===== config.mk =====
export PLATFORM = sky130hd
export DESIGN_NAME = array_sum_seq
export DESIGN_NICKNAME = d
export VERILOG_FILES = /design/src/rtl/array_sum_pkg.sv /design/src/rtl/array_pair_add.sv /design/src/rtl/array_sum_seq.sv
export SDC_FILE = /design/constraint.sdc
export NUM_CORES = 1
export LEC_CHECK = 0
export CORE_ASPECT_RATIO = 0.6
export CORE_MARGIN = 2
export CORE_UTILIZATION = 47
export DETAILED_ROUTE_END_ITERATION = 8
export PLACE_DENSITY = 0.87
export SYNTH_ARGS = -nofsm -noshare
export SYNTH_HDL_FRONTEND = slang
export SYNTH_HIERARCHICAL = 1
export SYNTH_SLANG_ARGS = --single-unit

===== constraint.sdc =====
create_clock -name clk -period 3.9 [get_ports clk]
set_clock_uncertainty 0.05 [all_clocks]
set_input_delay 0.78 -clock clk [delete_from_list [all_inputs] [get_ports clk]]
set_output_delay 0.78 -clock clk [all_outputs]
set_load 0.05 [all_outputs]

===== src/rtl/array_sum_pkg.sv =====
// ============================================================================
// Module : array_sum_pkg
// Brief  : Shared defaults, FSM state encoding and length clamp helper for
//          the sequential array summer.
// Rev    : 1.0  initial release
// ============================================================================
`default_nettype none

package array_sum_pkg;

    localparam int c_n_def   = 10;
    localparam int c_w_def   = 8;
    localparam int c_sw_def  = 16;
    localparam int c_len_w   = 4;

    typedef enum logic [1:0] {
        ST_IDLE  = 2'd0,
        ST_ACCUM = 2'd1,
        ST_DONE  = 2'd2
    } state_t;

    // Requested lengths beyond the array size collapse onto the full array.
    function automatic logic [c_len_w-1:0] clamp_len(input logic [c_len_w-1:0] len,
                                                     input int n);
        if (int'(len) > n)
            return c_len_w'(n);
        return len;
    endfunction

endpackage

`default_nettype wire


===== src/rtl/array_pair_add.sv =====
// ============================================================================
// Module : array_pair_add
// Brief  : Combinational W-bit pair adder with carry-out (W+1-bit result).
// Rev    : 1.0  initial release
// ============================================================================
`default_nettype none

module array_pair_add #(
    parameter int W = 8
) (
    input  logic [W-1:0] a,
    input  logic [W-1:0] b,
    output logic [W:0]   sum
);

    assign sum = {1'b0, a} + {1'b0, b};

endmodule

`default_nettype wire


===== src/rtl/array_sum_seq.sv =====
// ============================================================================
// Module : array_sum_seq
// Brief  : Time-multiplexed array summer; walks latched operand arrays one
//          element pair per clock through a shared adder. Optional job
//          statistics under macro ARRAY_SUM_SEQ_PERF_EN.
// Rev    : 1.0  initial release
// ============================================================================
`default_nettype none

module array_sum_seq
    import array_sum_pkg::*;
#(
    parameter int N  = c_n_def,
    parameter int W  = c_w_def,
    parameter int SW = c_sw_def
) (
    input  logic                 clk,
    input  logic                 res,
    input  logic                 start,
    input  logic [c_len_w-1:0]   len,
    input  logic [N*W-1:0]       num1,
    input  logic [N*W-1:0]       num2,
    output logic                 busy,
    output logic                 done,
    output logic [SW-1:0]        sum
`ifdef ARRAY_SUM_SEQ_PERF_EN
    ,
    output logic [15:0]          cycles,
    output logic [15:0]          jobs
`endif
);

    state_t               r_state;
    state_t               w_next_state;
    logic [N*W-1:0]       r_a;
    logic [N*W-1:0]       r_b;
    logic [c_len_w-1:0]   r_len;
    logic [c_len_w-1:0]   r_idx;
    logic [SW-1:0]        r_acc;
    logic [SW-1:0]        r_sum;

    logic [c_len_w-1:0]   w_len_c;
    logic [W-1:0]         w_a_el [N];
    logic [W-1:0]         w_b_el [N];
    logic [W:0]           w_pair;
    logic [SW-1:0]        w_acc_next;
    logic                 w_last;

    assign w_len_c = clamp_len(len, N);

    for (genvar i = 0; i < N; i++) begin : g_unpack
        assign w_a_el[i] = r_a[i*W +: W];
        assign w_b_el[i] = r_b[i*W +: W];
    end

    array_pair_add #(.W(W)) u_pair_add (
        .a   (w_a_el[r_idx]),
        .b   (w_b_el[r_idx]),
        .sum (w_pair)
    );

    assign w_acc_next = r_acc + SW'(w_pair);
    assign w_last     = (r_idx == r_len - c_len_w'(1));

    always_comb begin
        w_next_state = r_state;
        busy         = 1'b0;
        done         = 1'b0;
        case (r_state)
            ST_IDLE: begin
                if (start)
                    w_next_state = (w_len_c == '0) ? ST_DONE : ST_ACCUM;
            end
            ST_ACCUM: begin
                busy = 1'b1;
                if (w_last)
                    w_next_state = ST_DONE;
            end
            ST_DONE: begin
                done         = 1'b1;
                w_next_state = ST_IDLE;
            end
            default: w_next_state = ST_IDLE;
        endcase
    end

    always_ff @(posedge clk) begin
        if (res) begin
            r_state <= ST_IDLE;
            r_a     <= '0;
            r_b     <= '0;
            r_len   <= '0;
            r_idx   <= '0;
            r_acc   <= '0;
            r_sum   <= '0;
        end else begin
            r_state <= w_next_state;
            case (r_state)
                ST_IDLE: begin
                    if (start) begin
                        r_a   <= num1;
                        r_b   <= num2;
                        r_len <= w_len_c;
                        r_acc <= '0;
                        r_idx <= '0;
                        if (w_len_c == '0)
                            r_sum <= '0;
                    end
                end
                ST_ACCUM: begin
                    r_acc <= w_acc_next;
                    r_idx <= r_idx + c_len_w'(1);
                    if (w_last)
                        r_sum <= w_acc_next;
                end
                default: ;
            endcase
        end
    end

    assign sum = r_sum;

`ifdef ARRAY_SUM_SEQ_PERF_EN
    logic [15:0] r_cycles;
    logic [15:0] r_jobs;

    // Cycle count restarts only on an accepted start so it reflects the last job.
    always_ff @(posedge clk) begin
        if (res) begin
            r_cycles <= '0;
            r_jobs   <= '0;
        end else begin
            if (r_state == ST_IDLE && start)
                r_cycles <= '0;
            else if (r_state == ST_ACCUM)
                r_cycles <= r_cycles + 16'd1;
            if (r_state == ST_DONE)
                r_jobs <= r_jobs + 16'd1;
        end
    end

    assign cycles = r_cycles;
    assign jobs   = r_jobs;
`endif

endmodule

`default_nettype wire


Yosys cells after proc, flatten, opt, wreduce, memory -nomap -nowiden
Index checks and enable logic that the tools add are counted.
Operators by class
  $add $sub $neg: 4
  $lt $le $gt $ge: 2
  eq/ne operators: 6
  multiplexer cells: 23
  bitwise operators: 1
  reduce and logical (&&, ||, !) cells: 7
Operator list (count)
  binary-select mux 8 bit (select 4 bit): 2
  2-to-1 mux 16 bit: 4
  one-hot mux 16 bit (2 select lines): 2
  2-to-1 mux 8 bit: 4
  adder 16 x 9 -> 16 bit: 1
  2-to-1 mux 4 bit: 3
  adder 8 x 8 -> 9 bit: 1
  one-hot mux 4 bit (2 select lines): 1
  2-to-1 mux 2 bit: 3
  inequality test 2 bit, second input constant: 3
  AND reduction 2 bit: 3
  greater-or-equal comparator 5 bit, second input constant: 1
  NOT 4 -> 5 bit: 1
  adder 4 x 1 -> 4 bit, second input constant: 1
  == test 4 bit: 1
  greater-than comparator 4 bit, second input constant: 1
  zero test 4 bit: 1
  one-hot mux 2 bit (2 select lines): 1
  AND reduction 4 bit: 1
  subtractor 4 x 1 -> 4 bit, second input constant: 1
  2-to-1 mux 1 bit: 3
  == test 2 x 1 -> 1 bit, second input constant: 1
  == test 2 bit, second input constant: 1
  zero test 2 bit: 1
  nonzero test 2 bit: 1
Storage, ports and cells
  flip-flop bits (word level): 202
  output and inout bits: 18

Logic depth before layout (Yosys ltp)
Gate-level depths: netlist of the first run.
  depth in word-level cells: 8
  depth in mapped cells: 20
  depth with buffers taken out: 16

Modules after synthesis
Netlist of the first run, hierarchy kept.
By module, submodules not included
  array_sum_seq: instances 1, cells an instance 1049, area each 8857.2 um^2
  array_pair_add: instances 1, cells an instance 42, area each 324.1 um^2

Worst setup path after synthesis of the first run
No wires, ideal clock.
  path kind: register to register
  start: reg r_idx[0]
  end: reg r_acc[15]
  setup time: 133 ps
  arrival: 3881 ps
  path slack: -164 ps
  cell stages (with the launch flop): 18
  period minus slack after synthesis: 4064 ps
  cell sequence: dfxtp_1 buf_4 buf_2 mux4_2 mux2i_1 o22ai_1 ha_1 fa_1 a21oi_1 o21bai_1 xor2_1 ha_1 a21oi_1 nand2_1 or2_1 a31o_1 a41oi_1 nor3_1
Between the ends
  word-level cells in the longest chain between the ends: 7
  elaborated cells between the ends (all ways): 10
Ends and longest elaborated chain
  start: declaration: line array_sum_seq.sv:38  | logic [c_len_w-1:0] r_idx;
  start signal: assignment: line array_sum_seq.sv:112  | r_idx <= r_idx + c_len_w'(1);
  NOT 4 -> 5 bit (not written as such) *: line array_sum_seq.sv:57, array_sum_seq.sv:58
  binary-select mux 8 bit (select 4 bit) (on tied branches): line array_sum_seq.sv:57, array_sum_seq.sv:58
  2-to-1 mux 8 bit (on tied branches) (2 in a row): line array_sum_seq.sv:57, array_sum_seq.sv:58
  adder 8 x 8 -> 9 bit *: line array_pair_add.sv:16  | assign sum = {1'b0, a} + {1'b0, b};
  net w_pair[4]: line array_sum_seq.sv:45  | logic [W:0] w_pair;
  adder 16 x 9 -> 16 bit *: line array_sum_seq.sv:62  | assign w_acc_next = r_acc + SW'(w_pair);
  one-hot mux 16 bit (2 select lines) *: line array_sum_seq.sv:98  | case (r_state)
  end signal: assignment: line array_sum_seq.sv:111  | r_acc <= w_acc_next;
  end: declaration: line array_sum_seq.sv:39  | logic [SW-1:0] r_acc;
The timed path passes the listed nets; every way through them passes the cells marked *. The select of a mux whose other input is x is not followed.
A chain may end at the register's enable or synchronous reset.

Worst setup path in the final report of the first run
  start: reg r_idx[0]
  end: reg r_acc[12]
Same word-level chain as after synthesis.

==> results of run 1 <==
## per-layer routing
| layer | wire, um | share of wire | GRT usage |
|---|---|---|---|
| met1 | 12900 | 0.44 | 0.400 |
| met5 | 12 | 0.00041 | 0 |
| met4 | 653 | 0.022 | 0.0581 |
| met3 | 3370 | 0.11 | 0.0711 |
| met2 | 12600 | 0.43 | 0.400 |
## critical path, stage by stage, from the launching register on
cell	delay, ps
dfxtp_4	380
buf_6	130
buf_16	120
mux4_2	500
mux2i_2	180
o22ai_2	120
ha_1	410
inv_2	80
a311o_1	350
a311o_1	380
ha_4	340
o2111ai_4	140
a31oi_4	220
o2111ai_2	190
or3_1	350
a31oi_1	160
## synth_stat cells, drive strengths merged, types with 3 or more instances
cell type  number  area (sq um)
a21o            6          45.0
a21oi         190           951
a22oi           5          37.5
a31oi           4          31.3
and2            4          25.0
and4            3          26.3
buf            28           135
clkbuf         54           203
dfxtp         202          4040
ha             19           238
inv             9          33.8
mux2i          34           340
mux4           32           721
nand2         349          1310
nand2b          3          18.8
nand3          18          90.1
nor2           25          96.4
nor2b           4          25.0
nor3            8          45.0
o21ai           7          35.0
o22ai          17           120
o2bb2ai         7          61.3
or4             3          22.5
xnor2          10          87.6
xor2           14           123
## final cells by class
cell class	count	area (sq um)	area share
multi-input cells	797	5180	0.405
clock buffers	28	561	0.0438
flip-flops and latches	202	4050	0.316
clock inverters	3	28.8	0.00225
repair buffers	266	2620	0.204
well taps	266	333	0.0260
inverters	10	37.5	0.00293
## cell families after synthesis
logic type                 Yosys count  synth area share
muxes                               66             0.116
and+or+nand+nor                    430             0.191
buffers and inverters               92            0.0409
adders and majority gates           21            0.0303
DFF                                202             0.440
AOI/OAI and AO/OA                  256             0.159
xor gates and xnor gates            24            0.0229
## what timing repair did
action,4_1_cts,5_1_grt
cloned,2,0
setup buffers,15,11
pin swaps,32,35
resized for setup,51,42
setup endpoints to repair,22,23
## power groups by stage
stage                     combinational [W]  clock [W]  sequential, W
after floorplan                    0.000510          0        0.00227
after global placement             0.000876          0        0.00229
after detailed placement           0.000892          0        0.00230
after CTS                          0.000990    0.00181        0.00225
after global routing                0.00117    0.00189        0.00227
final                               0.00109    0.00180        0.00226
## registers in the layout (all words and copies together) (netlist names)
register  cells
r_a          80
r_b          80
r_acc        16
sum          16
r_idx         4
r_len         4
r_state       2
## stage by stage
stage	setup TNS, ps	hold slack [ps]
2_1_floorplan	0	383
3_3_place_gp	-1500	389
3_5_place_dp	-2610	394
4_1_cts	-818	402
5_1_grt	-6050	420
6_report	-3250	403
## worst paths after layout
| check | endpoint | slack (ps) | depth (start not counted) | start |
|---|---|---|---|---|
| setup / recovery | r_acc[12] | -290 | 15 | r_idx[0] |
| setup reg to reg | r_acc[12] | -290 | 15 | r_idx[0] |
| hold / removal | r_b[54] | 400 | 2 | r_b[54] |
| hold reg to reg | r_b[54] | 400 | 2 | r_b[54] |
==> results.tsv, run 1 <==
metric	value	unit
outcome	complete, but fails checks	
failed_checks	negative setup slack	
vias	8900	
die_w	184	um
tightestPinTransition	638	ps
netlist_area	0.00918	sq mm
fp.coreArea	0.0191	sq mm
start_util	0.481	
worst-setup-path-type	register to register	
synth-seq-area-share	0.440	
intPower	0.00372	W
wirelength	29.5	mm
nNetsFinal	1485	
min_period	4190	ps
p_leak	4.74	nW
dr.pass1.iters	5	
place_inst	1514	
grt_pass1_vias	8505	
power_per_cell_area	402	mW/mm^2
numCtsBuffers	20	
syn_nets	1279	
rows	39	
placedInstanceArea	0.0115	sq mm
vias_per_cell	5.66	
n_fill_cell	1418	
layout_common_cells	344 x nand2_1, 200 x dfxtp_1, 183 x clkdlybuf4s50_1, 180 x a21oi_1, 63 x buf_4	
grt_usage	0.272	
power_frac_seq	0.438	
comb_power_share	0.212	
ctsHoldBuffers	0	
cts-root-buf	clkbuf_16	
grt_max_degree	142	
hpwl	19.8	mm
power.share.clock	0.349	
report.final.slew_viol_count	0	
die-area	0.0207	sq mm
finalSetupViolCount	20	
synth-edff-count	0	
syn-instance-count	1091	
stdcell_area	0.0128	sq mm
drive_gt1_frac	0.162	
power.share.switching	0.277	
async_reset_ff_frac	0	
cp-start-kind	register	
max-vdd-ir-drop	0.000257	V
p_sw	0.00142	W
worstPathArrival	4570	ps
grt_setup_unrepaired	yes	
cp_max_fo	7	
ant_nets	0	
ys_ff_latch	202	
io_pins	185	
ys.flop_type	dfxtp_1	
timing.final.ws_setup	-291	ps
critPathCaptureType	register	
fmax	239	MHz
drc	0	
max_slew_margin	0.574	
htreeDepth	1	
hold_viol	0	
antenna_found_initial	1	
path_clk_slew	60	ps
gp_congestion	0.887	
cts_tree	yes	
antenna_cells	0	
clkLatencyLatePin	500	ps
required	4270	ps
syn2layout_area_growth	39.5	%
report.power.total	0.00515	W
grt_overflow	0	
cts_sinks	202	
post_drt_wl_per_cell	18.8	um
drt-initial-drc-count	885	
finalCritPeriodShare	1.07	
ys_warn_count	6	
hold_class	register to register	
cap_violations	0	
dp_slack	-204	ps
grt_pass1_wl	44.6	mm
fin_cells	1572	
die-height	112	um
clock_path_buffers	3	
final_common_cell	nand2_1	
fin_util	0.671	
syn_avg_cell_area	8.42	sq um
io_buffers	184	
yosysUniqueCellTypes	62	
Note: power is estimated with default switching activity, not from simulation.
==> run 2, diff against run 1 <==
PLACE_DENSITY = 0.82   (was 0.87)
REMOVE_ABC_BUFFERS = 1   (was not set)
==> run 2 against run 1 <==
Compared with the run above: the run still ends with negative setup slack left; clock-buffer cell count decreased by 2; cell area decreased by 0.73%; routed wire length fell by 13%; sequential share of layout area rose by 0.23 points; clock power about the same; via count decreased by 5.0%; die area did not move; first-iteration DRC count shrank 18%; power is 1.2% lower; sequential power is essentially flat; highest routed layer is now met4.
==> results.tsv, run 2 (synthesis results as in run 1) <==
metric	value	unit	change
io_buffers	184		unchanged
numCtsBuffers	19		was 20
intPower	0.00372	W	about the same
r2r_end	r_acc[12]		unchanged
outcome	complete, but fails checks		unchanged
vias	8453		was 8,900
required	4270	ps	about the same
clkLatencyLatePin	500	ps	about the same
min_to	r_b[31]		was r_b[54]
placedInstanceArea	0.0115	sq mm	about the same
worstPathCellList	buf_12 -> mux4_2 -> mux2i_1 -> o22ai_2 -> ha_2 -> inv_2 -> a311o_1 -> a311o_1 -> ha_4 -> o2111ai_4 -> a31oi_4 -> o2111ai_2 -> or3_1 -> a31oi_1		was buf_6 -> buf_16 -> mux4_2 -> mux2i_2 -> o22ai_2 -> ha_1 -> inv_2 -> a311o_1 -> a311o_1 -> ha_4 -> o2111ai_4 -> a31oi_4 -> o2111ai_2 -> or3_1 -> a31oi_1
ant_nets	0		unchanged
reg2regPathDepth	14		was 15
critPathCaptureType	register		unchanged
cpLargestDelayFamily	compound AO/OA/AOI/OAI gates		unchanged
p_sw	0.00137	W	was 0.00142 W
grt_max_degree	116		was 142
cp_num_buf_inv	2		was 3
p_leak	4.66	nW	was 4.74 nW
hpwl	16.9	mm	was 19.8 mm
rows	39		unchanged
failed_checks	negative setup slack		unchanged
cap_violations	0		unchanged
fmax	248	MHz	was 239 MHz
gp_congestion	0.875		was 0.887
min_period	4030	ps	was 4190 ps
slowest_delay	490	ps	was 500 ps
power_per_cell_area	400	mW/mm^2	was 402 mW/mm^2
final_common_cell	nand2_1		unchanged
fin_cells	1559		was 1,572
cp_common_cell	a311o_1		unchanged
clock_path_buffers	3		unchanged
post_drt_wl_per_cell	16.5	um	was 18.8 um
power.share.switching	0.269		was 0.277
antenna_cells	0		unchanged
top_regs	r_a: 80 flops, r_b: 80 flops		unchanged
cp-start-kind	register		unchanged
io_pins	185		unchanged
die-area	0.0207	sq mm	unchanged
nNetsFinal	1470		was 1,485
ff2ff_setup_slack	-130	ps	was -290 ps
comb_power_share	0.199		was 0.212
whs	403	ps	about the same
report.final.slew_viol_count	0		unchanged
tightestPinTransition	970	ps	was 638 ps
power_frac_seq	0.442		was 0.438
fin_util	0.666		was 0.671
syn2layout_area_growth	38.5	%	was 39.5%
drive_gt1_frac	0.158		was 0.162
finalSetupViolCount	19		was 20
layout_common_cells	344 x nand2_1, 200 x dfxtp_1, 183 x clkdlybuf4s50_1, 181 x a21oi_1, 55 x buf_4		was 344 x nand2_1, 200 x dfxtp_1, 183 x clkdlybuf4s50_1, 180 x a21oi_1, 63 x buf_4
hold_class	register to register		unchanged
worst-setup-path-type	register to register		unchanged
power.share.clock	0.358		was 0.349
timing.final.ws_setup	-131	ps	was -291 ps
finalCritPeriodShare	1.03		was 1.07
htreeDepth	1		unchanged
grt_pass1_wl	40.5	mm	was 44.6 mm
crit_start	r_idx[0]		unchanged
hold_viol	0		unchanged
cts_tree	yes		unchanged
grt_overflow	0		unchanged
vias_per_cell	5.42		was 5.66
die_w	184	um	unchanged
drc	0		unchanged
start_util	0.481		unchanged
antenna_found_initial	0		was 1
die-height	112	um	unchanged
max_slew_margin	0.351		was 0.574
stdcell_area	0.0127	sq mm	was 0.0128 sq mm
place_inst	1513		was 1,514
dr.pass1.iters	5		unchanged
grt_usage	0.241		was 0.272
min_path_cells	2		unchanged
cts_sinks	202		unchanged
grt_pass1_vias	8062		was 8,505
fp.coreArea	0.0191	sq mm	unchanged
n_fill_cell	1494		was 1,418
grt_setup_unrepaired	yes		unchanged
wirelength	25.7	mm	was 29.5 mm
cp_max_fo	7		unchanged
max-vdd-ir-drop	0.000262	V	was 0.000257 V
dp_slack	-326	ps	was -204 ps
rr_startpoint	r_idx[0]		unchanged
ctsHoldBuffers	0		unchanged
crit_path_top_delay_cell	mux4_2		unchanged
min-delay-start	r_b[31]		was r_b[54]
cts-root-buf	clkbuf_16		unchanged
worstPathArrival	4410	ps	was 4570 ps
drt-initial-drc-count	723		was 885
path_clk_slew	70	ps	was 60 ps
[run 2: metal layers]
layer	vias to the layer above	GRT usage	share of wire
met5	-	0	0
met4	0	0.0523	0.016
met3	38	0.0454	0.088
met2	330	0.382	0.45
met1	3967	0.344	0.45
li1	4118	-	-
[run 2: worst max-delay path by stage]
stage / end / slack [ps] / depth (start not counted)
after detailed placement: r_acc[14] / -330 / 14
after floorplan: r_acc[15] / -1640 / 15
after CTS: r_acc[14] / -50 / 15
final: r_acc[12] / -130 / 14
after global routing: r_acc[8] / -310 / 14
after global placement: r_acc[12] / -150 / 14
[run 2: cell type report]
| class | count | area (sq um) | share of cell area |
|---|---|---|---|
| repair buffers | 252 | 2480 | 0.195 |
| multi-input cells | 797 | 5210 | 0.410 |
| flip-flops and latches | 202 | 4050 | 0.318 |
| clock inverters | 6 | 36.3 | 0.00285 |
| well taps | 266 | 333 | 0.0262 |
| clock buffers | 26 | 572 | 0.0450 |
| inverters | 10 | 37.5 | 0.00295 |
[run 2: per-stage QoR]
step	setup TNS (ps)	power, W
after floorplan	-53290	0.00274
after global placement	-1430	0.00313
after detailed placement	-4620	0.00316
after CTS	-380	0.00506
after global routing	-5080	0.00529
final	-1340	0.00509
[run 2: worst register-to-register path: cells and delay by family (launching register included)]
kind	cells	cell delay (ps)
flops	1	430
buf+inv	2	220
simple gates	1	340
mux	2	720
compound gates	7	1480
fa+ha+maj	2	720
[run 2: power groups by stage]
| stage | sequential (W) | combinational, W | clock [W] |
|---|---|---|---|
| finish | 0.00225 | 0.00101 | 0.00182 |
| global route | 0.00226 | 0.00110 | 0.00193 |
| global placement | 0.00229 | 0.000844 | 0 |
| floorplan | 0.00229 | 0.000454 | 0 |
| detailed placement | 0.00229 | 0.000866 | 0 |
| CTS | 0.00225 | 0.000965 | 0.00185 |
[run 2: timing repair]
action / 4_1_cts / 5_1_grt
setup buffers: 11 / 3
endpoints found under the hold margin: 0 / 0
resized for setup: 48 / 39
endpoints found under the setup margin: 22 / 23
pin swaps: 28 / 27
gates cloned: 2 / 0
==> run 3, diff against run 2 <==
CORE_MARGIN = not set   (was 2)
TNS_END_PERCENT = 10   (was not set)
==> run 3 against run 2 <==
Compared with the run above: the flow still finishes with violations (negative setup slack); worst setup slack lost 62 ps; largest power group unchanged; register-to-register slack lost 60 ps; routed wire length grew 0.69%; cell count grew 0.51%; power grew 2.5%; first-iteration DRC count shrank 21%; sequential share of layout area grew 0.19 points; global-route usage grew 1.3 points; fmax shrank 1.5%; sequential power is essentially flat; critical path depth grew 4.
==> results.tsv, run 3 (synthesis results as in run 1) <==
metric	value	unit	change
outcome	complete, but fails checks		unchanged
failed_checks	negative setup slack		unchanged
antenna_cells	0		unchanged
rows	39		unchanged
io_buffers	184		unchanged
drt-initial-drc-count	574		was 723
place_inst	1518		was 1,513
cts_sinks	202		unchanged
vias_per_cell	5.41		was 5.42
slowest_delay	510	ps	was 490 ps
final_common_cell	nand2_1		unchanged
drc	0		unchanged
fmax	244	MHz	was 248 MHz
finalSetupViolCount	22		was 19
max_slew_margin	0.384		was 0.351
p_sw	0.00137	W	about the same
comb_power_share	0.190		was 0.199
hold_viol	0		unchanged
tightestPinTransition	921	ps	was 970 ps
min_period	4090	ps	was 4030 ps
max-vdd-ir-drop	0.000294	V	was 0.000262 V
power_per_cell_area	412	mW/mm^2	was 400 mW/mm^2
ant_nets	0		unchanged
cts-root-buf	clkbuf_16		unchanged
p_leak	4.70	nW	was 4.66 nW
syn2layout_area_growth	37.7	%	was 38.5%
worst-setup-path-type	register to register		unchanged
fin_setup_tns	-2610	ps	was -1340 ps
dr.pass1.iters	6		was 5
hold_class	register to register		unchanged
min-delay-start	r_b[52]		was r_b[31]
required	4240	ps	was 4270 ps
path_clk_slew	70	ps	about the same
cp_common_cell	buf_4		was a311o_1
die-area	0.0201	sq mm	was 0.0207 sq mm
drive_gt1_frac	0.151		was 0.158
start_util	0.481		unchanged
top_regs	r_a: 80 flops, r_b: 80 flops		unchanged
grt_setup_unrepaired	yes		unchanged
worstPathArrival	4430	ps	was 4410 ps
grt_max_degree	115		was 116
grt_usage	0.254		was 0.241
wirelength	25.9	mm	was 25.7 mm
power_frac_seq	0.432		was 0.442
grt_pass1_vias	8138		was 8,062
fp.coreArea	0.0191	sq mm	unchanged
rr_startpoint	r_idx[0]		unchanged
critPathCaptureType	register		unchanged
clkLatencyLatePin	490	ps	was 500 ps
crit_start	r_idx[0]		unchanged
cap_violations	0		unchanged
die-height	110	um	was 112 um
report.final.slew_viol_count	0		unchanged
cp-start-kind	register		unchanged
io_pins	185		unchanged
grt_pass1_wl	40.8	mm	was 40.5 mm
htreeDepth	1		unchanged
worstPathCellList	buf_4 -> buf_6 -> mux4_2 -> mux2i_2 -> o22ai_1 -> ha_1 -> a21oi_2 -> buf_4 -> a21oi_2 -> mux2i_1 -> nand2_1 -> ha_4 -> a21o_1 -> a21o_1 -> o211ai_1 -> buf_4 -> xor2_2 -> o2bb2ai_1		was buf_12 -> mux4_2 -> mux2i_1 -> o22ai_2 -> ha_2 -> inv_2 -> a311o_1 -> a311o_1 -> ha_4 -> o2111ai_4 -> a31oi_4 -> o2111ai_2 -> or3_1 -> a31oi_1
layout_common_cells	346 x nand2_1, 200 x dfxtp_1, 183 x clkdlybuf4s50_1, 182 x a21oi_1, 60 x buf_4		was 344 x nand2_1, 200 x dfxtp_1, 183 x clkdlybuf4s50_1, 181 x a21oi_1, 55 x buf_4
numCtsBuffers	19		unchanged
finalCritPeriodShare	1.05		was 1.03
gp_congestion	0.849		was 0.875
power.share.clock	0.378		was 0.358
grt_overflow	0		unchanged
cp_max_fo	6		was 7
nNetsFinal	1476		was 1,470
clock_path_buffers	3		unchanged
die_w	182	um	was 184 um
intPower	0.00384	W	was 0.00372 W
antenna_found_initial	1		was 0
timing.final.ws_setup	-193	ps	was -131 ps
fin_cells	1567		was 1,559
crit_path_top_delay_cell	mux4_2		unchanged
hpwl	17.3	mm	was 16.9 mm
post_drt_wl_per_cell	16.5	um	about the same
vias	8477		was 8,453
cts_tree	yes		unchanged
power.share.switching	0.263		was 0.269
-- run 3: cell types whose count changed in the layout (fill, tap and decap cells not counted), sizes merged --
| cell | delta |
|---|---|
| buf | +5 |
| bufinv | +3 |
| clkbuf | -2 |
| clkinv | +2 |
-- run 3: cell type report --
type                       count  area (sq um)
clock buffer                  23           520
clock inverter                11           140
fill                        1501          6440
inverter                      10          37.5
multi-input combinational    797          5020
sequential                   202          4050
tap                          266           333
timing repair buffer         258          2540
-- run 3: final timing paths --
kind             end  slack, ps  depth (start not counted)
max          sum[14]       -190                         18
min          r_b[52]        400                          2
max reg2reg  sum[14]       -190                         18
min reg2reg  r_b[52]        400                          2
-- run 3: power by group through the flow --
stage          Clock, W  Sequential, W  Combinational (W)
2_1_floorplan         0        0.00229           0.000454
3_3_place_gp          0        0.00229           0.000852
3_5_place_dp          0        0.00229           0.000875
4_1_cts         0.00199        0.00225           0.000929
5_1_grt         0.00208        0.00226            0.00108
6_report        0.00197        0.00225           0.000990
-- run 3: worst max-delay path: cells and delay by family (launching register included) --
| kind | cells | cell delay (ps) |
|---|---|---|
| compound gates | 7 | 1150 |
| xor+xnor | 1 | 130 |
| fa+ha+maj | 2 | 670 |
| buf+inv | 4 | 570 |
| flops | 1 | 400 |
| mux | 3 | 890 |
| simple gates | 1 | 110 |
-- run 3: repair_timing --
action	CTS	global route
cloned	1	1
hold buffers	0	0
pin swaps	7	22
resized for setup	21	35
endpoints found under the setup margin	22	23
buffers inserted	3	10
-- run 3: stage by stage --
step	hold slack, ps	utilization	instance area, sq um	power [W]	worst slack, ps
2_1_floorplan	377	-	8840	0.00274	-1640
3_3_place_gp	388	0.605	11600	0.00314	-156
3_5_place_dp	393	0.605	11600	0.00317	-246
4_1_cts	403	0.649	12400	0.00517	-113
5_1_grt	421	0.662	12600	0.00542	-384
6_report	400	0.662	12600	0.00521	-193
-- run 3: per-layer routing --
metal,part of all wire,vias to the layer above,GRT usage
met1,0.46,3989,0.345
met5,0.00035,-,0
met2,0.45,309,0.416
li1,-,4141,-
met3,0.073,36,0.0578
met4,0.017,2,0.0594
